**config.mk**
```make
export PLATFORM = sky130hd
export DESIGN_NAME = program_stream_tx
export DESIGN_NICKNAME = d
export VERILOG_FILES = /design/src/rtl/program_stream_tx.sv
export SDC_FILE = /design/constraint.sdc
export NUM_CORES = 1
export LEC_CHECK = 0
export CAP_MARGIN = 20
export CELL_PAD_IN_SITES_DETAIL_PLACEMENT = 0
export CELL_PAD_IN_SITES_GLOBAL_PLACEMENT = 1
export CORE_UTILIZATION = 42
export DETAILED_ROUTE_END_ITERATION = 10
export GPL_ROUTABILITY_DRIVEN = 1
export GPL_TIMING_DRIVEN = 1
export MAX_ROUTING_LAYER = met4
export PLACE_DENSITY = 0.93
export SYNTH_ARGS = -nofsm -noshare
export SYNTH_HDL_FRONTEND = slang
export SYNTH_SLANG_ARGS = --single-unit
```
**constraint.sdc**
```tcl
create_clock -name clk -period 3.9 [get_ports clk]
set_input_delay 0.78 -clock clk [delete_from_list [all_inputs] [get_ports clk]]
set_output_delay 0.78 -clock clk [all_outputs]
set_load 0.05 [all_outputs]
```
**src/rtl/program_stream_tx.sv**
```systemverilog
// Instruction-memory download transmitter: reads N words from a synchronous source
// memory and streams 0xFE, the data bytes MSB-first, then 0xFF, one byte per clock.
module program_stream_tx #(
  parameter int ADDR_W = 6
) (
  input  logic              clk,
  input  logic              reset,
  input  logic              start_i,
  input  logic [ADDR_W:0]   num_words_i,
  output logic [ADDR_W-1:0] src_addr_o,
  output logic              src_rd_o,
  input  logic [31:0]       src_data_i,
  output logic [7:0]        byte_o,
  output logic              byte_valid_o,
  output logic              busy_o,
  output logic              done_o,
  output logic              err_o
);

  localparam int              DEPTH   = 2 ** ADDR_W;
  localparam logic [ADDR_W:0] DEPTH_W = (ADDR_W + 1)'(DEPTH);
  localparam logic [ADDR_W:0] ONE_W   = (ADDR_W + 1)'(1);

  localparam logic [7:0] START_MARK = 8'hFE;
  localparam logic [7:0] END_MARK   = 8'hFF;

  typedef enum logic [1:0] {
    S_IDLE,
    S_START,
    S_DATA,
    S_END
  } state_e;

  state_e            state_q;
  logic [ADDR_W:0]   word_q;
  logic [ADDR_W:0]   n_q;
  logic [1:0]        k_q;
  logic [23:0]       cap_q;
  logic              err_q;

  logic              word_has_end;
  logic              last_word;
  logic [ADDR_W:0]   n_sat;

  // A fetched word carrying 0xFF anywhere would fake an end marker, so it aborts the stream.
  assign word_has_end = (src_data_i[31:24] == END_MARK) || (src_data_i[23:16] == END_MARK) ||
                        (src_data_i[15:8]  == END_MARK) || (src_data_i[7:0]   == END_MARK);
  assign last_word    = (word_q + ONE_W) == n_q;
  assign n_sat        = (num_words_i > DEPTH_W) ? DEPTH_W : num_words_i;

  // NOTE: sequential state uses non-blocking assignments so every register samples
  // pre-edge values; blocking here would create order-dependent simulation races.
  always_ff @(posedge clk or posedge reset) begin
    if (reset) begin
      state_q <= S_IDLE;
      word_q  <= '0;
      n_q     <= '0;
      k_q     <= '0;
      cap_q   <= '0;
      err_q   <= 1'b0;
    end else begin
      unique case (state_q)
        S_IDLE: begin
          if (start_i) begin
            n_q     <= n_sat;
            err_q   <= 1'b0;
            word_q  <= '0;
            k_q     <= '0;
            state_q <= S_START;
          end
        end
        S_START: begin
          state_q <= (n_q == '0) ? S_END : S_DATA;
        end
        S_DATA: begin
          if (k_q == 2'd0) begin
            if (word_has_end) begin
              err_q   <= 1'b1;
              state_q <= S_IDLE;
            end else begin
              cap_q <= src_data_i[23:0];
              k_q   <= 2'd1;
            end
          end else if (k_q != 2'd3) begin
            k_q <= k_q + 2'd1;
          end else begin
            k_q <= 2'd0;
            if (last_word) begin
              state_q <= S_END;
            end else begin
              word_q <= word_q + ONE_W;
            end
          end
        end
        S_END: begin
          state_q <= S_IDLE;
        end
        default: state_q <= S_IDLE;
      endcase
    end
  end

  // Outputs decode registered state; only the k=0 data slot looks through to src_data_i.
  // NOTE: every output gets a default first so no path through the case infers a latch.
  always_comb begin
    byte_o       = 8'h00;
    byte_valid_o = 1'b0;
    busy_o       = 1'b0;
    done_o       = 1'b0;
    src_rd_o     = 1'b0;
    src_addr_o   = '0;
    unique case (state_q)
      S_IDLE: ;
      S_START: begin
        byte_o       = START_MARK;
        byte_valid_o = 1'b1;
        busy_o       = 1'b1;
        src_rd_o     = (n_q != '0);
      end
      S_DATA: begin
        byte_valid_o = 1'b1;
        busy_o       = 1'b1;
        unique case (k_q)
          2'd0: begin
            byte_o = word_has_end ? END_MARK : src_data_i[31:24];
            done_o = word_has_end;
          end
          2'd1: byte_o = cap_q[23:16];
          2'd2: byte_o = cap_q[15:8];
          default: begin
            byte_o = cap_q[7:0];
            if (!last_word) begin
              src_rd_o   = 1'b1;
              src_addr_o = word_q[ADDR_W-1:0] + ADDR_W'(1);
            end
          end
        endcase
      end
      S_END: begin
        byte_o       = END_MARK;
        byte_valid_o = 1'b1;
        busy_o       = 1'b1;
        done_o       = 1'b1;
      end
      default: ;
    endcase
  end

  assign err_o = err_q;

endmodule

```
==> results.toml <==
[outcome]
status = "finished, final reports clean"

[power_and_ir_drop]
vdd_ir_drop_max_uv = 641
powerDensity_nw_per_um2 = 739
power_leakage_nw = 1.44

[logic_synthesis]
synthMuxAreaShare = 0.122
synth_top_family_by_area = "compound AO/OA/AOI/OAI gates"
syn-cell-area_sq_um = 2650
synthTopCellsByCount = "dfrtp_1 (43), mux2_2 (26), nor2_1 (19)"
synth-compound-area-share = 0.159
synth_edf_count = 0
ys.flop_type = "dfrtp_1"
synthXorXnorAreaFrac = 0.0525
synthesis.nets = 313
syn_inst = 260
async_flop_share = 1.00
yosys.area.top_type_share = 0.407
yosys.area.top_type = "dfrtp_1"
yosysMostFrequentCell = "dfrtp_1"
synth-simple-area-share = 0.159
avgSynthCellArea_sq_um = 10.2
ys_ff_latch = 43
synth_fa_ha_area_frac = 0.0520
synth.yosys.warnings = 0
synth_area_leaders = "dfrtp_1 (41%), mux2_2 (11%), ha_1 (5.2%)"
ys_seq_area_frac = 0.407
synth_cell_types = 45

[setup_path]
cp_max_fo = 7
critical_path.endpoint_type = "output port"
cp-start-kind = "flop"
arrival_ps = 2950
crit_start = "word_q[0]$_DFFE_PP0P_"
timing.rr.start = "state_q[0]$_DFFE_PP0P_"
cp.required_ps = 3120
critical_path_class = "reg -> out"

[detailed_routing]
viasPerCell = 5.68
postRouteAntennaNets = 0
drc = 0
drt-pass1-iter-count = 6
drt-initial-drc-count = 100
drt-total-wl_mm = 6.27
vias = 2226
wl_per_cell_um = 16.0

[worst_hold_path]
min_path_type = "reg -> reg"
min_from = "cap_q[10]$_DFFE_PP0P_"

[placement]
io_buffers = 60
hpwl_mm = 4.74
place_area_sq_um = 3270
post-place-ws_ps = 180
gp_congestion = 0.858

[timing]
timing.final.ws_setup_ps = 168
max_freq_ghz = 0.268
relSlewSlack = 0.630
tightest_slew_ps = 555
slew_viol_final = 0
finalSetupViolCount = 0
report.final.hold_viol_count = 0
min_period_ps = 3730
rsz0062_at_grt = "no"
timing.final.crit_share = 0.957
skew_ps = 10.0
tns_ps = 0

[clock_tree]
cts_buffer_depth = 2
cts_num_sinks = 43
cts_buffers = 5
cts_hold_buffers = 0
clock_latency_ps = 300
clk_pin_slew_ps = 90
root_buffer = "clkbuf_8"
cts_tree = "built"
htreeDepth = 2

[global_route]
grt.overflow.total = 0
antenna_found_initial = 0
grt_max_degree = 44
busiest_layer = "met2"
grt_pass1_wl_mm = 10.4
grtUsageTotal = 0.215
use_met1 = 0.252
grt_pass1_vias = 2159
met3_usage = 0.0337
met2_usage = 0.375

[layout]
fin_nets = 369
nFillCells = 537
antennaDiodeCount = 0
layout-drive-gt1-share = 0.186
area_delta_synth_final_pct = 28.7
final_area_sq_um = 3400

[floorplanning]
io_pins = 61
placementRows = 28
initial_core_util = 0.442
dieArea_sq_um = 6620
die_h_um = 81.4
fp.dieW_um = 81.4
core_sq_um = 5990

[job]
drv_cap = 0
==> flip-flops by register name (all words and copies together), names as in the netlist <==
name / cells
state_q: 2
word_q: 7
k_q: 2
n_q: 7
err_o: 1
cap_q: 24
==> cells in the final DEF (no fill, tap or decap), types with 5 or more instances in the layout <==
master           Yosys  routed
nand3_1             14      14
clkdlybuf4s50_1      0      44
a21oi_1             14      14
xnor2_1              6       6
nand2_1             17      17
ha_1                11      11
nand4_1              8       8
nor2_1              19      19
nand2b_1             7       7
inv_1               11      11
a222oi_1             8       8
buf_4                1      15
dlygate4sd2_1        0       6
dfrtp_1             43      43
o211ai_1            12      12
o21ai_0             12      12
mux2_2              26      26
clkbuf_8             1       5
==> where the power goes <==
part / switching [mW] / leakage [nW] / internal (mW)
Combinational: 0.784 / 0.835 / 0.535
Sequential: 0.142 / 0.538 / 0.628
Clock: 0.168 / 0.0703 / 0.260
Total: 1.09 / 1.44 / 1.42
==> worst paths after layout <==
check | to | slack [ps] | cells after the start
worst max-delay path | src_addr_o[0] | 170 | 8
worst min-delay path | cap_q[10]$_DFFE_PP0P_ | 520 | 1
worst max register to register | word_q[3]$_DFFE_PP0P_ | 1180 | 9
worst min register to register | cap_q[10]$_DFFE_PP0P_ | 520 | 1
max in group asynchronous | word_q[3]$_DFFE_PP0P_ | 2590 | 3
min in group asynchronous | cap_q[20]$_DFFE_PP0P_ | 920 | 3
==> layer usage <==
layer,vias to the layer above,wire [um]
li1,1071,-
met1,1086,2630
met2,61,3300
met3,8,260
met4,0,80
met5,-,0
==> cells by family after synthesis <==
family                     after synthesis
xor gates and xnor gates                11
AOI/OAI and AO/OA                       58
adders and majority gates               11
muxes                                   29
and+or+nand+nor                         81
DFF                                     43
buffers and inverters                   27
==> critical path, stage by stage, from the launching register on <==
cell           delay, ps
dfrtp_1              460
ha_1                 270
nand3_2              140
or3_4                420
a2111oi_4            370
and3_2               250
nand3b_1             250
nor2_1                70
dlygate4sd2_1        430
==> cell type report <==
class                           instances  area (sq um)  area share
Inverter                               11          41.3      0.0121
Clock inverter                          3          71.3      0.0209
Multi-Input combinational cell        190          1450       0.425
Tap cell                               75          93.8      0.0276
Timing Repair Buffer                   65           606       0.178
Clock buffer                            5          68.8      0.0202
Sequential cell                        43          1080       0.316
==> what timing repair did <==
item                                    in CTS  in global routing
gates resized for setup                      6                  0
endpoints found under the setup margin       6                  0
setup buffers                                0                  0
==> per-stage QoR <==
step,power [mW],cells,util,hold WS [ps]
after floorplan,1.71,260,-,466
after global placement,2.06,384,0.546,486
after detailed placement,2.09,384,0.546,497
after CTS,2.53,392,0.568,517
after global routing,2.67,392,0.568,536
final,2.52,392,0.568,518
(Power assumes the default switching activity.)
